==> src/rtl/hazard_pkg.sv <==
// hazard_pkg: shared types and constants for the scoreboard hazard controller.
package hazard_pkg;
  localparam int REG_AW   = 5;
  localparam int NUM_REGS = 32;
  localparam int CNT_BITS = 3;
  localparam logic [6:0] OPCODE_LOAD   = 7'b0000011;
  localparam logic [6:0] OPCODE_BRANCH = 7'b1100011;
  localparam logic [6:0] OPCODE_JAL    = 7'b1101111;
  localparam logic [6:0] OPCODE_JALR   = 7'b1100111;
  typedef enum logic {HZ_IDLE, HZ_FLUSH} hz_state_e;
endpackage

==> src/rtl/hazard_scoreboard.sv <==
// hazard_scoreboard: per-register result-ready countdowns and rs1/rs2 busy lookup.
module hazard_scoreboard import hazard_pkg::*; #(
  parameter int LOAD_LAT = 1,
  parameter int ALU_LAT  = 0
) (
  input  logic              clk_i,
  input  logic              rst_i,
  input  logic              issue_i,
  input  logic [REG_AW-1:0] rd_addr_i,
  input  logic              rd_wren_i,
  input  logic              is_load_i,
  input  logic [REG_AW-1:0] rs1_addr_i,
  input  logic [REG_AW-1:0] rs2_addr_i,
  input  logic              is_rs2_i,
  output logic              busy_o
);
  logic [NUM_REGS-1:0][CNT_BITS-1:0] cnt_q, cnt_d;
  // x0 stays zero: the loop never writes entry 0
  always_comb begin
    cnt_d = '0;
    for (int r = 1; r < NUM_REGS; r++)
      cnt_d[r] = (issue_i && rd_wren_i && rd_addr_i == REG_AW'(r))
               ? (is_load_i ? CNT_BITS'(LOAD_LAT) : CNT_BITS'(ALU_LAT))
               : (cnt_q[r] != '0 ? cnt_q[r] - 1'b1 : '0);
  end
  always_ff @(posedge clk_i or posedge rst_i)
    if (rst_i) cnt_q <= '0;
    else       cnt_q <= cnt_d;
  assign busy_o = (rs1_addr_i != '0 && cnt_q[rs1_addr_i] != '0) ||
                  (is_rs2_i && rs2_addr_i != '0 && cnt_q[rs2_addr_i] != '0);
endmodule

==> src/rtl/hazard_ctrl_sb.sv <==
// hazard_ctrl_sb: scoreboard stalls plus mispredict flush FSM for the 5-stage core.
// Define HAZARD_PERF_EN to add saturating stall/redirect counters.
module hazard_ctrl_sb import hazard_pkg::*; #(
  parameter int XLEN      = 32,
  parameter int LOAD_LAT  = 1,
  parameter int ALU_LAT   = 0,
  parameter int FLUSH_CYC = 1,
  parameter int CNT_W     = 32
) (
  input  logic            clk_i,
  input  logic            rst_i,
  input  logic            id_valid_i,
  input  logic [4:0]      id_rs1_addr_i,
  input  logic [4:0]      id_rs2_addr_i,
  input  logic            id_is_rs2_i,
  input  logic [4:0]      id_rd_addr_i,
  input  logic            id_rd_wren_i,
  input  logic            id_is_load_i,
  input  logic            ex_valid_i,
  input  logic            ex_is_ctrl_i,
  input  logic            ex_br_taken_i,
  input  logic            ex_pred_taken_i,
  input  logic [XLEN-1:0] ex_target_i,
  input  logic [XLEN-1:0] ex_pred_target_i,
  output logic            pc_enable_o,
  output logic            id_enable_o,
  output logic            id_flush_o,
  output logic            ex_flush_o,
  output logic            restore_pc_o,
  output logic            stall_o
`ifdef HAZARD_PERF_EN
  ,
  output logic [CNT_W-1:0] stall_cnt_o,
  output logic [CNT_W-1:0] redirect_cnt_o
`endif
);
  localparam logic [1:0] FC_INIT = (FLUSH_CYC > 1) ? 2'(FLUSH_CYC - 2) : 2'd0;
  hz_state_e  state_q;
  logic [1:0] fcnt_q;
  logic mispred, in_flush, redirect, busy, issue;
  assign mispred = ex_valid_i && ex_is_ctrl_i &&
                   ((ex_br_taken_i != ex_pred_taken_i) ||
                    (ex_br_taken_i && ex_pred_taken_i && ex_target_i != ex_pred_target_i));
  assign in_flush     = state_q == HZ_FLUSH;
  assign redirect     = mispred && !in_flush;
  assign stall_o      = id_valid_i && !in_flush && !mispred && busy;
  assign id_flush_o   = redirect || in_flush;
  assign ex_flush_o   = id_flush_o || stall_o;
  assign restore_pc_o = redirect;
  assign pc_enable_o  = !stall_o;
  assign id_enable_o  = !stall_o;
  assign issue        = id_valid_i && !stall_o && !id_flush_o;
  hazard_scoreboard #(.LOAD_LAT(LOAD_LAT), .ALU_LAT(ALU_LAT)) u_sb (
    .clk_i      (clk_i),
    .rst_i      (rst_i),
    .issue_i    (issue),
    .rd_addr_i  (id_rd_addr_i),
    .rd_wren_i  (id_rd_wren_i),
    .is_load_i  (id_is_load_i),
    .rs1_addr_i (id_rs1_addr_i),
    .rs2_addr_i (id_rs2_addr_i),
    .is_rs2_i   (id_is_rs2_i),
    .busy_o     (busy)
  );
  // redirect cycle itself is the first flush cycle; FLUSH covers the rest
  always_ff @(posedge clk_i or posedge rst_i)
    if (rst_i) begin
      state_q <= HZ_IDLE;
      fcnt_q  <= '0;
    end else if (in_flush) begin
      state_q <= fcnt_q == '0 ? HZ_IDLE : HZ_FLUSH;
      fcnt_q  <= fcnt_q == '0 ? '0 : fcnt_q - 1'b1;
    end else if (redirect && FLUSH_CYC > 1) begin
      state_q <= HZ_FLUSH;
      fcnt_q  <= FC_INIT;
    end
`ifdef HAZARD_PERF_EN
  logic [CNT_W-1:0] stall_cnt_q, redirect_cnt_q;
  always_ff @(posedge clk_i or posedge rst_i)
    if (rst_i) begin
      stall_cnt_q    <= '0;
      redirect_cnt_q <= '0;
    end else begin
      if (stall_o && !(&stall_cnt_q)) stall_cnt_q <= stall_cnt_q + 1'b1;
      if (redirect && !(&redirect_cnt_q)) redirect_cnt_q <= redirect_cnt_q + 1'b1;
    end
  assign stall_cnt_o    = stall_cnt_q;
  assign redirect_cnt_o = redirect_cnt_q;
`endif
endmodule

==> config.mk <==
export PLATFORM = sky130hd
export DESIGN_NAME = hazard_ctrl_sb
export DESIGN_NICKNAME = d
export VERILOG_FILES = /design/src/rtl/hazard_pkg.sv /design/src/rtl/hazard_scoreboard.sv /design/src/rtl/hazard_ctrl_sb.sv
export SDC_FILE = /design/constraint.sdc
export NUM_CORES = 1
export LEC_CHECK = 0
export ABC_CLOCK_PERIOD_IN_PS = 5100
export BUFFER_PORTS_ARGS = -buffer_cell sky130_fd_sc_hd__buf_2
export CORE_MARGIN = 2
export CORE_UTILIZATION = 58
export DETAILED_ROUTE_END_ITERATION = 10
export PLACE_DENSITY_LB_ADDON = 0.2
export SYNTH_ARGS = -nofsm -noshare
export SYNTH_HDL_FRONTEND = slang
export SYNTH_SLANG_ARGS = --single-unit
==> constraint.sdc <==
create_clock -name clk_i -period 5.1 [get_ports clk_i]
set_input_delay 1.02 -clock clk_i [delete_from_list [all_inputs] [get_ports clk_i]]
set_output_delay 1.02 -clock clk_i [all_outputs]
set_load 0.02 [all_outputs]
==> impl_metrics.json <==
{
  "cts_root_buf": "clkbuf_8",
  "grt_max_degree": 62,
  "path_cells": "buf_2 > nor4_1 > a21oi_1 > mux4_2 > and3_1 > a311o_2 > nor2_1 > or2_2 > buf_2",
  "grt_use_total_pct": 26.2,
  "syn_nets": 776,
  "ys_top_cells_by_count": "nor2_1, nand2_1, dfrtp_1, a21oi_1, xnor2_1",
  "r2r_slack_ns": 1.74,
  "syn_to_final_growth_pct": 11.7,
  "fmax_mhz": 229,
  "htreeDepth": 3,
  "synth-edff-count": 0,
  "yosysTopAreaCellShare_pct": 38.9,
  "synth-main-ff-cell": "dfrtp_1",
  "post_cts_buffers": 0,
  "syn_inst": 672,
  "gp_congestion": 0.880,
  "vdd_ir_drop_max_mv": 0.114,
  "cts_buffers": 9,
  "grt-ovfl-total": 0,
  "synthTopCellsByArea": "dfrtp_1, nor4_4, nor2_1",
  "endpoint_kind": "output port",
  "wl_um": 14200,
  "synthArstFlopShare_pct": 100,
  "hp-class": "reg -> reg",
  "vias_per_cell": 5.77,
  "crit_arrival_ns": 3.34,
  "vias": 5180,
  "dp_hpwl_um": 10800,
  "drt-pass1-iter-count": 5,
  "min_from": "fcnt_q[0]$_DFFE_PP0P_",
  "min_path_cells": 1,
  "utilization_pct": 66.9,
  "worst_path_max_delay_cell": "mux4_2",
  "r2r_end": "u_sb.cnt_q[78]$_DFF_PP0_",
  "max_stage_delay_ns": 0.49,
  "die_width_um": 107,
  "antenna_cells": 0,
  "p_leak_uw": 0.00304,
  "maxCapViolCount": 0,
  "synth-seq-cells": 96,
  "synth_area_um2": 6180,
  "drive_above_1_share_pct": 21.9,
  "path_common_cell": "buf_2",
  "fin_crit_ns": 4.36,
  "setup_viol": 0,
  "dieHeight_um": 107,
  "cts_tree": "done",
  "grt_pass1_vias": 5121,
  "finalNetCount": 861,
  "slew-limit-headroom_pct": 28.8,
  "grt_setup_unrepaired": "false",
  "crit_end": "id_enable_o",
  "core_area_um2": 10300,
  "path_class": "in -> out",
  "avgSynthCellArea_um2": 9.20,
  "path_max_fanout": 24,
  "synth_cell_type_count": 45,
  "cts_hold_buf": 0,
  "yosysMostFrequentCell": "nor2_1",
  "status": "complete, no violations",
  "crit_required_ns": 4.08,
  "finalHoldViolCount": 0,
  "ys_warn_count": 0,
  "rr_startpoint": "u_sb.cnt_q[75]$_DFF_PP0_",
  "timing.final.crit_share_pct": 85.5,
  "ys_seq_area_share_pct": 38.9,
  "pin_count": 95,
  "start_util_pct": 59.9,
  "die-area_um2": 11500,
  "clk_pin_slew_worst_paths_ns": 0.10,
  "start_kind": "input port",
  "finalSetupTns_ns": 0,
  "drc": 0,
  "ant_nets": 0,
  "finalMaxSlewViolations": 0,
  "wl_per_cell_um": 15.8,
  "io_buffers": 94,
  "synth_area_leader_cell": "dfrtp_1",
  "ctsResizeCount": 0,
  "worstSkewPairLatency_ns": 0.38,
  "antenna_found_initial": 0,
  "rows": 37,
  "rr_worst_depth": 8,
  "drt_iter0_drc": 270,
  "cts_num_sinks": 96,
  "critPathLaunch": "id_rs1_addr_i[0]",
  "grt_pass1_wl_um": 23800,
  "tightest_slew_ns": 1.07,
  "clock_skew_ns": 0.0169,
  "clk_path_buf_depth": 2,
  "p_per_area_nw_per_um2": 216
}
==> cells by family (layout without fill, tap and decap cells) <==
family                   after synthesis  after routing  share of synthesized area [%]
AO/OA/AOI/OAI                        106            106                           10.2
flip-flops                            96             96                           38.9
AND/OR/NAND/NOR                      339            339                           31.6
buffers and inverters                 45            135                           3.56
adder cells (fa/ha/maj)               15             15                           3.04
multiplexers                          39             39                           8.16
XOR/XNOR                              32             32                           4.54
==> flip-flops by register name, summed over array words and instances, names as in the netlist <==
signal / count
u_sb.cnt_q: 93
fcnt_q: 2
in_flush: 1
==> critical path, delay by kind of cell <==
family | cells | cell delay, ns
and+or+nand+nor | 4 | 0.97
AOI/OAI and AO/OA | 2 | 0.45
muxes | 1 | 0.49
buffers and inverters | 2 | 0.40
==> power by group <==
group | switching (uW) | internal [uW] | leakage (uW)
combinational | 164 | 88.4 | 0.00161
sequential | 5.06 | 766 | 0.00134
clock | 274 | 191 | 0.0000887
total | 443 | 1050 | 0.00304
==> through the flow <==
step	instances	instance area (um2)	total power (uW)	worst slack, ns	hold slack (ns)
2_1_floorplan	672	6180	965	0.705	0.451
3_3_place_gp	882	6720	1030	0.807	0.461
3_5_place_dp	882	6720	1040	0.766	0.475
4_1_cts	898	6900	1500	0.763	0.490
5_1_grt	898	6900	1550	0.598	0.524
6_report	898	6900	1490	0.739	0.486
==> layout make-up <==
class                           instances  area, um2
Inverter                               21       80.1
Tap cell                              136        170
Clock inverter                          6       42.5
Timing Repair Buffer                   98        500
Sequential cell                        96       2400
Fill cell                             821       3420
Multi-Input combinational cell        531       3570
Clock buffer                           10        138
==> metal layers <==
| layer | up-vias | global-route usage, % | share of wire [%] |
|---|---|---|---|
| met5 | - | 0 | 0 |
| met4 | 0 | 6.77 | 0.92 |
| met3 | 10 | 4.01 | 5.0 |
| met2 | 163 | 44.8 | 49 |
| met1 | 2494 | 34.8 | 45 |
| li1 | 2513 | - | - |
==> how the worst min path moves through the flow <==
| stage | slack, ns | endpoint |
|---|---|---|
| 3_5_place_dp | 0.47 | in_flush$_DFF_PP0_ |
| 6_report | 0.49 | in_flush$_DFF_PP0_ |
| 4_1_cts | 0.49 | in_flush$_DFF_PP0_ |
| 5_1_grt | 0.52 | in_flush$_DFF_PP0_ |
| 3_3_place_gp | 0.46 | in_flush$_DFF_PP0_ |
| 2_1_floorplan | 0.45 | in_flush$_DFF_PP0_ |
==> cells in the final DEF (no fill, tap or decap), types with 10 or more instances in the layout <==
cell	n
a21oi_1	44
nor4_1	15
mux2_1	25
buf_2	94
nand2_1	105
nor4_4	29
ha_1	15
o21ai_0	29
clkbuf_8	10
xnor2_1	32
nor3_1	27
dfrtp_1	96
nor2_1	125
inv_1	19
(Power assumes the default switching activity.)
